## src/rtl/key_cmd_arbiter.sv

```systemverilog
// Round-robin arbiter that turns debounced key presses into one-at-a-time commands
// for the shared SCCB/I2C write engine, with timeout and a bus-idle gap after each command.
module key_cmd_arbiter #(
  parameter int NKEYS      = 4,
  parameter int KW         = 2,
  parameter int TW         = 16,
  parameter int TIMEOUT    = 50000,
  parameter int GAP_CYCLES = 1000
) (
  input  logic             clk,
  input  logic             rst_n,
  input  logic [NKEYS-1:0] key_tick,
  output logic             cmd_valid,
  output logic [KW-1:0]    cmd_key,
  input  logic             cmd_ready,
  input  logic             cmd_done,
  output logic             busy,
  output logic [NKEYS-1:0] pending,
  output logic             timeout_err,
  output logic [7:0]       drop_cnt
);

  localparam logic [1:0] ST_IDLE      = 2'd0;
  localparam logic [1:0] ST_ISSUE     = 2'd1;
  localparam logic [1:0] ST_WAIT_DONE = 2'd2;
  localparam logic [1:0] ST_GAP       = 2'd3;

  logic [1:0]       state_q, state_d;
  logic [NKEYS-1:0] pending_q, pending_d;
  logic             cmd_valid_q, cmd_valid_d;
  logic [KW-1:0]    cmd_key_q, cmd_key_d;
  logic [KW-1:0]    last_grant_q, last_grant_d;
  logic             timeout_err_q, timeout_err_d;
  logic [7:0]       drop_cnt_q, drop_cnt_d;
  logic [TW-1:0]    timer_q, timer_d;

  logic             grant_found;
  logic [KW-1:0]    grant_idx;
  logic [KW:0]      cand;
  logic             grant_now;
  logic [NKEYS-1:0] clear_vec;

  // Round-robin scan: first pending key after last_grant, wrapping modulo NKEYS.
  // NOTE: always_comb gives every output a default first so no path leaves a latch.
  always_comb begin
    grant_found = 1'b0;
    grant_idx   = '0;
    cand        = '0;
    for (int i = 1; i <= NKEYS; i++) begin
      cand = {1'b0, last_grant_q} + (KW+1)'(i);
      if (cand >= (KW+1)'(NKEYS)) cand = cand - (KW+1)'(NKEYS);
      if (!grant_found && pending_q[cand[KW-1:0]]) begin
        grant_found = 1'b1;
        grant_idx   = cand[KW-1:0];
      end
    end
  end

  assign grant_now = (state_q == ST_IDLE) && grant_found;
  assign clear_vec = grant_now ? (NKEYS'(1) << grant_idx) : '0;

  // A tick arriving on the grant edge re-sets the flag, so that press is kept.
  always_comb begin
    pending_d  = (pending_q & ~clear_vec) | key_tick;
    drop_cnt_d = drop_cnt_q;
    if ((|(key_tick & pending_q & ~clear_vec)) && (drop_cnt_q != 8'hFF))
      drop_cnt_d = drop_cnt_q + 8'd1;
  end

  always_comb begin
    state_d       = state_q;
    cmd_valid_d   = cmd_valid_q;
    cmd_key_d     = cmd_key_q;
    last_grant_d  = last_grant_q;
    timer_d       = timer_q;
    timeout_err_d = 1'b0;
    case (state_q)
      ST_IDLE: begin
        if (grant_found) begin
          cmd_key_d    = grant_idx;
          last_grant_d = grant_idx;
          cmd_valid_d  = 1'b1;
          state_d      = ST_ISSUE;
        end
      end
      ST_ISSUE: begin
        if (cmd_ready) begin
          cmd_valid_d = 1'b0;
          timer_d     = '0;
          state_d     = ST_WAIT_DONE;
        end
      end
      ST_WAIT_DONE: begin
        if (cmd_done) begin
          timer_d = '0;
          state_d = ST_GAP;
        end else if (timer_q == TW'(TIMEOUT - 1)) begin
          timeout_err_d = 1'b1;
          timer_d       = '0;
          state_d       = ST_GAP;
        end else begin
          timer_d = timer_q + 1'b1;
        end
      end
      default: begin
        if (timer_q == TW'(GAP_CYCLES - 1)) begin
          timer_d = '0;
          state_d = ST_IDLE;
        end else begin
          timer_d = timer_q + 1'b1;
        end
      end
    endcase
  end

  // NOTE: sequential state uses non-blocking assignments so every flop samples pre-edge values.
  always_ff @(posedge clk or negedge rst_n) begin
    if (!rst_n) begin
      state_q       <= ST_IDLE;
      pending_q     <= '0;
      cmd_valid_q   <= 1'b0;
      cmd_key_q     <= '0;
      last_grant_q  <= KW'(NKEYS - 1);
      timeout_err_q <= 1'b0;
      drop_cnt_q    <= '0;
      timer_q       <= '0;
    end else begin
      state_q       <= state_d;
      pending_q     <= pending_d;
      cmd_valid_q   <= cmd_valid_d;
      cmd_key_q     <= cmd_key_d;
      last_grant_q  <= last_grant_d;
      timeout_err_q <= timeout_err_d;
      drop_cnt_q    <= drop_cnt_d;
      timer_q       <= timer_d;
    end
  end

  assign busy        = (state_q != ST_IDLE);
  assign cmd_valid   = cmd_valid_q;
  assign cmd_key     = cmd_key_q;
  assign pending     = pending_q;
  assign timeout_err = timeout_err_q;
  assign drop_cnt    = drop_cnt_q;

endmodule

```

## config.mk

```make
export PLATFORM = sky130hd
export DESIGN_NAME = key_cmd_arbiter
export DESIGN_NICKNAME = d
export VERILOG_FILES = /design/src/rtl/key_cmd_arbiter.sv
export SDC_FILE = /design/constraint.sdc
export NUM_CORES = 1
export LEC_CHECK = 0
export ABC_AREA = 1
export CAP_MARGIN = 20
export CORE_MARGIN = 2
export CORE_UTILIZATION = 45
export CTS_BUF_LIST = sky130_fd_sc_hd__clkbuf_4 sky130_fd_sc_hd__clkbuf_8
export CTS_CLUSTER_SIZE = 40
export DETAILED_ROUTE_END_ITERATION = 8
export GPL_TIMING_DRIVEN = 0
export PLACE_DENSITY = 0.65
export SYNTH_ARGS = -nofsm -noshare
export SYNTH_HDL_FRONTEND = slang
export SYNTH_SLANG_ARGS = --single-unit
```

## constraint.sdc

```tcl
create_clock -name clk -period 3.2 [get_ports clk]
set_clock_uncertainty 0.1 [all_clocks]
set_input_delay 0.64 -clock clk [delete_from_list [all_inputs] [get_ports clk]]
set_output_delay 0.64 -clock clk [all_outputs]
set_load 0.02 [all_outputs]
```

# == Word level (Yosys, flattened, before mapping) ==
# Cells that the tools add are included.
# word_totals
regBits,36
inputBits,8
output_inout_bits,17
elab_cells,96
# op_classes
n_addsub,10
order_cmp,8
n_eq_ne,8
shift,1
muxes,38
bitwise_logic,6
reduce_logical,17
# op_table
cell,count
16-bit two-way mux,4
16-bit one-hot mux with 3 select lines,1
2-bit two-way mux,13
"16-bit by 1-bit adder with 16-bit output, second input constant",1
"16-bit by 10-bit == test with 1-bit output, second input constant",1
"16-bit == test, second input constant",1
1-bit two-way mux,13
4-bit AND,3
"3-bit >= comparator, second input constant",4
"2-bit by 3-bit < comparator with 1-bit output, second input constant",4
"8-bit by 1-bit adder with 8-bit output, second input constant",1
1-bit binary-select mux with 2-bit select,4
"8-bit inequality test, second input constant",1
"2-bit by 1-bit subtractor with 2-bit output, second input constant",4
"2-bit by 2-bit adder with 3-bit output, second input constant",2
2-bit one-hot mux with 3 select lines,1
1-bit logical AND,5
4-bit two-way mux,1
"2-bit inequality test, second input constant",2
4-bit NOT,1
4-bit OR,1
2-bit AND reduction,2
4-bit AND reduction,1
2-bit nonzero test,2
13 further kinds,15

# == Longest topological paths before layout ==
# Gate-level depths: netlist (run 1).
# depth
ltp_word,21
ltp_mapped,19
depth_no_buf,18

# == Worst setup path before layout (run 1) ==
# OpenSTA, ideal clock, no wires.
# synth_timing
kind,register to register
from,register state_q[0]
to,register timer_q[15]
setup_time_ps,123
t_arrival_ps,1871
t_required_ps,2977
setup_slack_ps,1105
path_stages_with_launch,13
path_buffers,0
synth_period_minus_slack_ps,2095
cell_sequence,dfrtp_1 > inv_1 > ha_1 > nor2_1 > nand4_1 > nor2_1 > inv_1 > nor2_1 > nand2_1 > nor2_1 > nand3_1 > o21ai_0 > a21oi_1
# synth_via
elab_chain_len,3
word_cells_on_any_way,7
classes_between,eq/ne: 3; mux: 1; bitwise: 1; reduce/logical: 2
# synth_rtl
element,line,rtl
from (decl),28,"logic [1:0] state_q, state_d;"
from (signal assigned),128,state_q <= state_d;
2-bit by 1-bit == test with 1-bit output or 2-bit logical NOT (tied branches),77,case (state_q)
2-bit inequality test (no source line) or 1-bit NOT (tied branches),--,
2-bit AND reduction (no source line),--,
to (signal assigned),135,timer_q <= timer_d;
to (decl),35,"logic [TW-1:0] timer_q, timer_d;"
# Several ways; a longest one is shown, not always the timed one.
# A chain may end at the register's enable or synchronous reset.

# == Worst setup path after layout (run 1) ==
# layout_timing
from,input cmd_ready
to,register timer_q[15]
# layout_via
elab_chain_len,2
# layout_rtl
element,line,rtl
from (decl),15,"input logic cmd_ready,"
2-bit inequality test (no source line),--,
2-bit AND reduction (no source line),--,
# No other way between the ends.

==> reports/metrics.csv, run 1 <==
metric,value,unit
synthesized instance count,318,
RSZ-0062 raised after global routing,false,
status,"finished, final reports clean",
"commonest cells after routing, fill and taps aside","81 x nand2_1, 58 x inv_1, 36 x nand3_1, 34 x dfrtp_1, 23 x clkdlybuf4s50_1",
Synthesized Nets,331,
Achievable Freq,0.385,GHz
CP max stage delay,0.45,ns
Worst-Margin Slew,0.797,ns
fin. max-slew vios,0,
multi-input logic area,1140,sq um
CP Cell Sequence,clkdlybuf4s50_1 -> nor2_1 -> nor2_1 -> nand4_1 -> nor2_1 -> inv_1 -> nor2_1 -> nand2_1 -> nor2_1 -> nand3_1 -> o21ai_0 -> a21oi_1,
TNS Setup,0,ns
io pins,25,
WL/cell,11.0,microns
"commonest non-fill, non-tap cell in the layout",nand2_1,
Tcrit/Tclk final,0.811,
Reg2Reg Setup Slack,0.72,ns
hold buffer count at CTS,0,
Die Area,5760,sq um
pre-CTS setup slack,0.318,ns
antenna violations before repair,0,
slew margin rel.,0.469,
crit path launch type,input pin,
"area leader, netlist",dfrtp_1,
Sink Count,36,
TritonCTS buffer count,5,
# Post-CTS Setup Buffers,0,
Final nets,362,
H-tree depth,2,
Setup CP Type,input pin to register,
largest net degree at the start of global routing,37,
DRC,0,
Period minus WS final,2.60,ns
Non-Filler Instances,420,
total power,0.00281,W
yosys warns,0,
Worst R2R Start,state_q[0]$_DFFE_PN0P_,
die extent in y,75.9,microns
Worst Slack Setup Final,0.605,ns
MaxCap Viol Count,0,
worst r2r path cells,12,
CP Max Fanout,7,
Yosys top cell area share,0.366,
post-synth cell types,31,
DP HPWL,3450,microns
total gr overflow,0,
Core ar.,5040,sq um
"FF+latch count, synth",36,
vias,2005,
Worst-path clk slew,0.08,ns
Power Dens Cells,999,nW/um^2
Final Hold Viols,0,
latest clock arrival within the worst-skew pair,0.29,ns
Cells after DPL,412,
hold crit path type,input pin to async pin,
register area,903,sq um
GP Congestion,0.839,
maximum vdd drop,0.000482,V
slowest CP cell,clkdlybuf4s50_1,
ratio of cells with drive above 1 in the final layout,0.117,
leak pwr,1.49,nW
"most used cell, CP",nor2_1,
Synth area leaders,"dfrtp_1 37%, nand2_1 13%, inv_1 9.4%, nand3_1 7.7%, xor2_1 3.8%",
Post-CTS Resized,0,
num rows,26,
ANT nets after route,0,
Final setup viols,0,
DRT Pass-1 Iters,4,
Final Routed Wirelength,4630,microns
Post-Syn Area,2330,sq um
"Seq/Total Area, Yosys",0.388,
CTS root buffer,clkbuf_8,
DR iter-0 viols,77,
"Area growth, synth to finish",20.7,%
TritonCTS clock tree,yes,
antenna diode count,0,
port bufs,24,
WP data required,3.28,ns
Vias/cell,4.77,
first-pass GRT wire length,8560,microns
critical path data arrival time,2.67,ns
Mapped Avg Cell Area,7.32,sq um
Setup crit end kind,register,
filler instances,475,
RR Endpoint,timer_q[15]$_DFFE_PN0P_,
Initial Utilization,0.462,
chip width,75.9,microns
gr usage total,0.180,
vias in the first global route,1917,
Max clock buf depth,2,
==> worst max-delay path by stage <==
stage	start	endpoint	slack, ns
after floorplan	state_q[0]$_DFFE_PN0P_	timer_q[15]$_DFFE_PN0P_	1.11
after global placement	cmd_ready	timer_q[15]$_DFFE_PN0P_	0.33
after detailed placement	cmd_ready	timer_q[15]$_DFFE_PN0P_	0.32
after CTS	cmd_ready	timer_q[15]$_DFFE_PN0P_	0.62
after global routing	cmd_ready	timer_q[15]$_DFFE_PN0P_	0.17
final	cmd_ready	timer_q[15]$_DFFE_PN0P_	0.60
==> cell type report <==
type / instances / area share
plain buffers: 2 / 0.0111
clock buffers: 5 / 0.0245
clock inverters: 3 / 0.0321
inverters: 64 / 0.0882
multi-input cells: 216 / 0.408
flip-flops and latches: 36 / 0.322
well taps: 70 / 0.0312
repair buffers: 24 / 0.0837
==> metrics by stage <==
step            util  hold WS [ns]  cell area (sq um)
2_1_floorplan      -         0.244               2330
3_3_place_gp   0.527         0.377               2660
3_5_place_dp   0.526         0.387               2650
4_1_cts        0.557         0.368               2810
5_1_grt        0.557         0.403               2810
6_report       0.557         0.331               2810
==> registers in the layout (all words and copies together), names as in the netlist <==
name,count
last_grant_q,2
pending,4
drop_cnt,8
timer_q,16
timeout_err,1
state_q,2
cmd_valid,1
cmd_key,2
==> Yosys cell counts <==
cell,number
a21boi_0,1
a21o_1,4
a21oi_1,4
a31oi_1,1
and2_1,1
buf_12,1
buf_6,1
dfrtp_1,34
dfstp_2,2
ha_1,5
inv_1,58
inv_2,5
inv_8,1
nand2_1,81
nand2_2,10
nand2_4,5
nand3_1,36
nand3b_1,1
nand3b_2,1
nand4_1,6
nor2_1,20
nor2_4,2
nor3_1,8
nor4_1,4
o211ai_1,1
o21ai_0,9
o21ai_4,1
or2_2,3
or3_1,1
xnor2_1,1
xor2_1,10
==> worst max-delay path: cells and delay by family <==
family / cells / cell delay, ns
AOI/OAI and AO/OA: 2 / 0.22
buffers and inverters: 2 / 0.53
and+or+nand+nor: 8 / 1.28
==> cell families (layout without fill, tap and decap cells) <==
family,count (synthesis),after routing,share of synthesized area
XOR/XNOR,11,11,0.0414
AND/OR/NAND/NOR,179,179,0.367
buffers and inverters,66,98,0.120
adder cells (fa/ha/maj),5,5,0.0269
AO/OA/AOI/OAI,21,21,0.0570
flip-flops,36,36,0.388
==> power by group <==
part | switching [W] | internal, W | total (W)
Combinational | 0.000948 | 0.000582 | 0.00153
Clock | 0.000169 | 0.000390 | 0.000559
Sequential | 0.000125 | 0.000591 | 0.000716
Total | 0.00124 | 0.00156 | 0.00281
==> metal layers <==
layer	share of wire	GRT usage	vias to the layer above
met1	0.49	0.247	907
met2	0.46	0.286	36
met3	0.035	0.0333	7
met4	0.014	0.0673	0
met5	0	0	-
li1	-	-	1055
Power figures use the tool's default switching activity.
==> inputs of run 2 (changes only) <==
==> constraint.sdc (replaced) <==
create_clock -name clk -period 2.39 [get_ports clk]
set_clock_uncertainty 0.1 [all_clocks]
set_input_delay 0.478 -clock clk [delete_from_list [all_inputs] [get_ports clk]]
set_output_delay 0.478 -clock clk [all_outputs]
set_load 0.02 [all_outputs]
==> run 2 against run 1 <==
  * Register-to-register slack lost 0.64 ns
  * Critical path depth rose by 3
  * Largest cell class unchanged
  * Highest routed layer unchanged
  * Global-route usage is 0.076 points higher
  * Worst setup slack worse by 0.52 ns
  * Non-clock buffer count rose by 11
  * Clock power up 34%
  * Count of clock-buffer cells in the layout did not move
  * Power increased by 50%
==> reports/metrics.csv, run 2 (synthesized netlist as in run 1, its figures left out) <==
metric,value,unit
status,"finished, final reports clean",
leak pwr,1.57,nW
TritonCTS buffer count,5,
Power Dens Cells,1390,nW/um^2
largest net degree at the start of global routing,37,
"commonest cells after routing, fill and taps aside","71 x nand2_1, 57 x inv_1, 34 x dfrtp_1, 28 x nand3_1, 23 x clkdlybuf4s50_1",
Worst-path clk slew,0.08,ns
Worst R2R Start,last_grant_q[0]$_DFFE_PN1P_,
fin. max-slew vios,0,
DP HPWL,3450,microns
Final Routed Wirelength,4900,microns
register area,903,sq um
hold crit path type,input pin to async pin,
Period minus WS final,2.31,ns
Sink Count,36,
RSZ-0062 raised after global routing,true,
port bufs,24,
filler instances,450,
Achievable Freq,0.434,GHz
H-tree depth,2,
Vias/cell,4.81,
total gr overflow,0,
multi-input logic area,1250,sq um
DRC,0,
Reg power frac,0.228,
antenna violations before repair,0,
MaxCap Viol Count,0,
GP Congestion,0.839,
worst r2r path cells,15,
"Design Area, Final",3030,sq um
ANT nets after route,0,
Die Area,5760,sq um
Final nets,373,
critical path data arrival time,2.44,ns
ratio of cells with drive above 1 in the final layout,0.216,
chip width,75.9,microns
TritonCTS clock tree,yes,
Largest register FFs,16,
Setup crit end kind,register,
P_int,0.00236,W
Combinational Power Share,0.594,
Setup CP Type,register to register,
RR Endpoint,drop_cnt[1]$_DFFE_PN0P_,
Worst-Margin Slew,0.794,ns
crit path launch type,register,
die extent in y,75.9,microns
antenna diode count,0,
WL/cell,11.4,microns
CTS root buffer,clkbuf_8,
CP Max Fanout,10,
DR iter-0 viols,81,
Max clock buf depth,2,
total power,0.00421,W
first-pass GRT wire length,8600,microns
Tcrit/Tclk final,0.965,
"commonest non-fill, non-tap cell in the layout",nand2_1,
Final setup viols,0,
num rows,26,
slew margin rel.,0.471,
Initial Utilization,0.462,
io pins,25,
Final Util,0.600,
P_sw,0.00185,W
Core ar.,5040,sq um
placed cell area,2650,sq um
latest clock arrival within the worst-skew pair,0.29,ns
Reg2Reg Setup Slack,0.08,ns
Clk pwr share,0.178,
Switching Share,0.440,
vias in the first global route,1916,
WP data required,2.53,ns
"Area growth, synth to finish",30.1,%
"Most flops, register",timer_q,
Final Hold Viols,0,
gr usage total,0.181,
vias,2075,
maximum vdd drop,0.000722,V
DRT Pass-1 Iters,4,
## run 2: power groups by stage
| stage | clock network [W] | registers [W] | logic [W] |
|---|---|---|---|
| global placement | 0 | 0.000964 | 0.00201 |
| finish | 0.000751 | 0.000958 | 0.00250 |
| global route | 0.000791 | 0.000991 | 0.00278 |
| detailed placement | 0 | 0.000973 | 0.00206 |
| CTS | 0.000764 | 0.000961 | 0.00210 |
| floorplan | 0 | 0.00106 | 0.00141 |
## run 2: layer usage
metal	up-vias	GRT usage	wire length [microns]
li1	1079	-	-
met3	7	0.0333	162
met2	35	0.286	2300
met1	954	0.249	2370
met5	-	0	0
met4	0	0.0673	65
## run 2: worst max path at each step
stage,start,end,slack [ns],depth (start not counted)
after CTS,last_grant_q[0]$_DFFE_PN1P_,drop_cnt[1]$_DFFE_PN0P_,0.02,16
after global placement,cmd_ready,timer_q[15]$_DFFE_PN0P_,-0.32,12
after global routing,last_grant_q[0]$_DFFE_PN1P_,drop_cnt[1]$_DFFE_PN0P_,-0.11,16
after detailed placement,cmd_ready,timer_q[15]$_DFFE_PN0P_,-0.33,12
after floorplan,state_q[0]$_DFFE_PN0P_,timer_q[15]$_DFFE_PN0P_,0.30,12
final,last_grant_q[0]$_DFFE_PN1P_,drop_cnt[1]$_DFFE_PN0P_,0.08,15
## run 2: stage by stage
step | std cells | hold WS, ns | setup TNS [ns] | setup WS [ns]
6_report | 431 | 0.166 | 0 | 0.0839
5_1_grt | 431 | 0.241 | -0.647 | -0.114
4_1_cts | 420 | 0.206 | 0 | 0.0234
3_5_place_dp | 412 | 0.387 | -1.20 | -0.330
3_3_place_gp | 412 | 0.377 | -5.47 | -0.317
2_1_floorplan | 318 | 0.0824 | 0 | 0.295
## run 2: timing repair
action                                  in CTS  in global routing
gates cloned                                 0                  1
setup buffers                                0                 10
hold buffers                                 0                  0
endpoints found under the setup margin       3                 15
pin swaps                                    2                 22
resized for setup                            4                 32
## run 2: cell type report
type,count,area share
clock buffer,5,0.0227
buffer,2,0.0116
sequential,36,0.298
multi-input combinational,216,0.414
tap,70,0.0289
inverter,64,0.0835
timing repair buffer,35,0.111
clock inverter,3,0.0298
## run 2: worst max-delay path: stages (launching register included)
cell and delay, ns:
dfstp_2 0.55, buf_8 0.12, inv_8 0.04, buf_12 0.13, nand2_2 0.07, nand3_1 0.09
nand2_2 0.11, nand3b_2 0.16, nand2_4 0.10, inv_6 0.10, nand3_2 0.09, nand2_1 0.08
nand2_2 0.07, o21ai_4 0.26, nand2_1 0.10, nand2_1 0.06
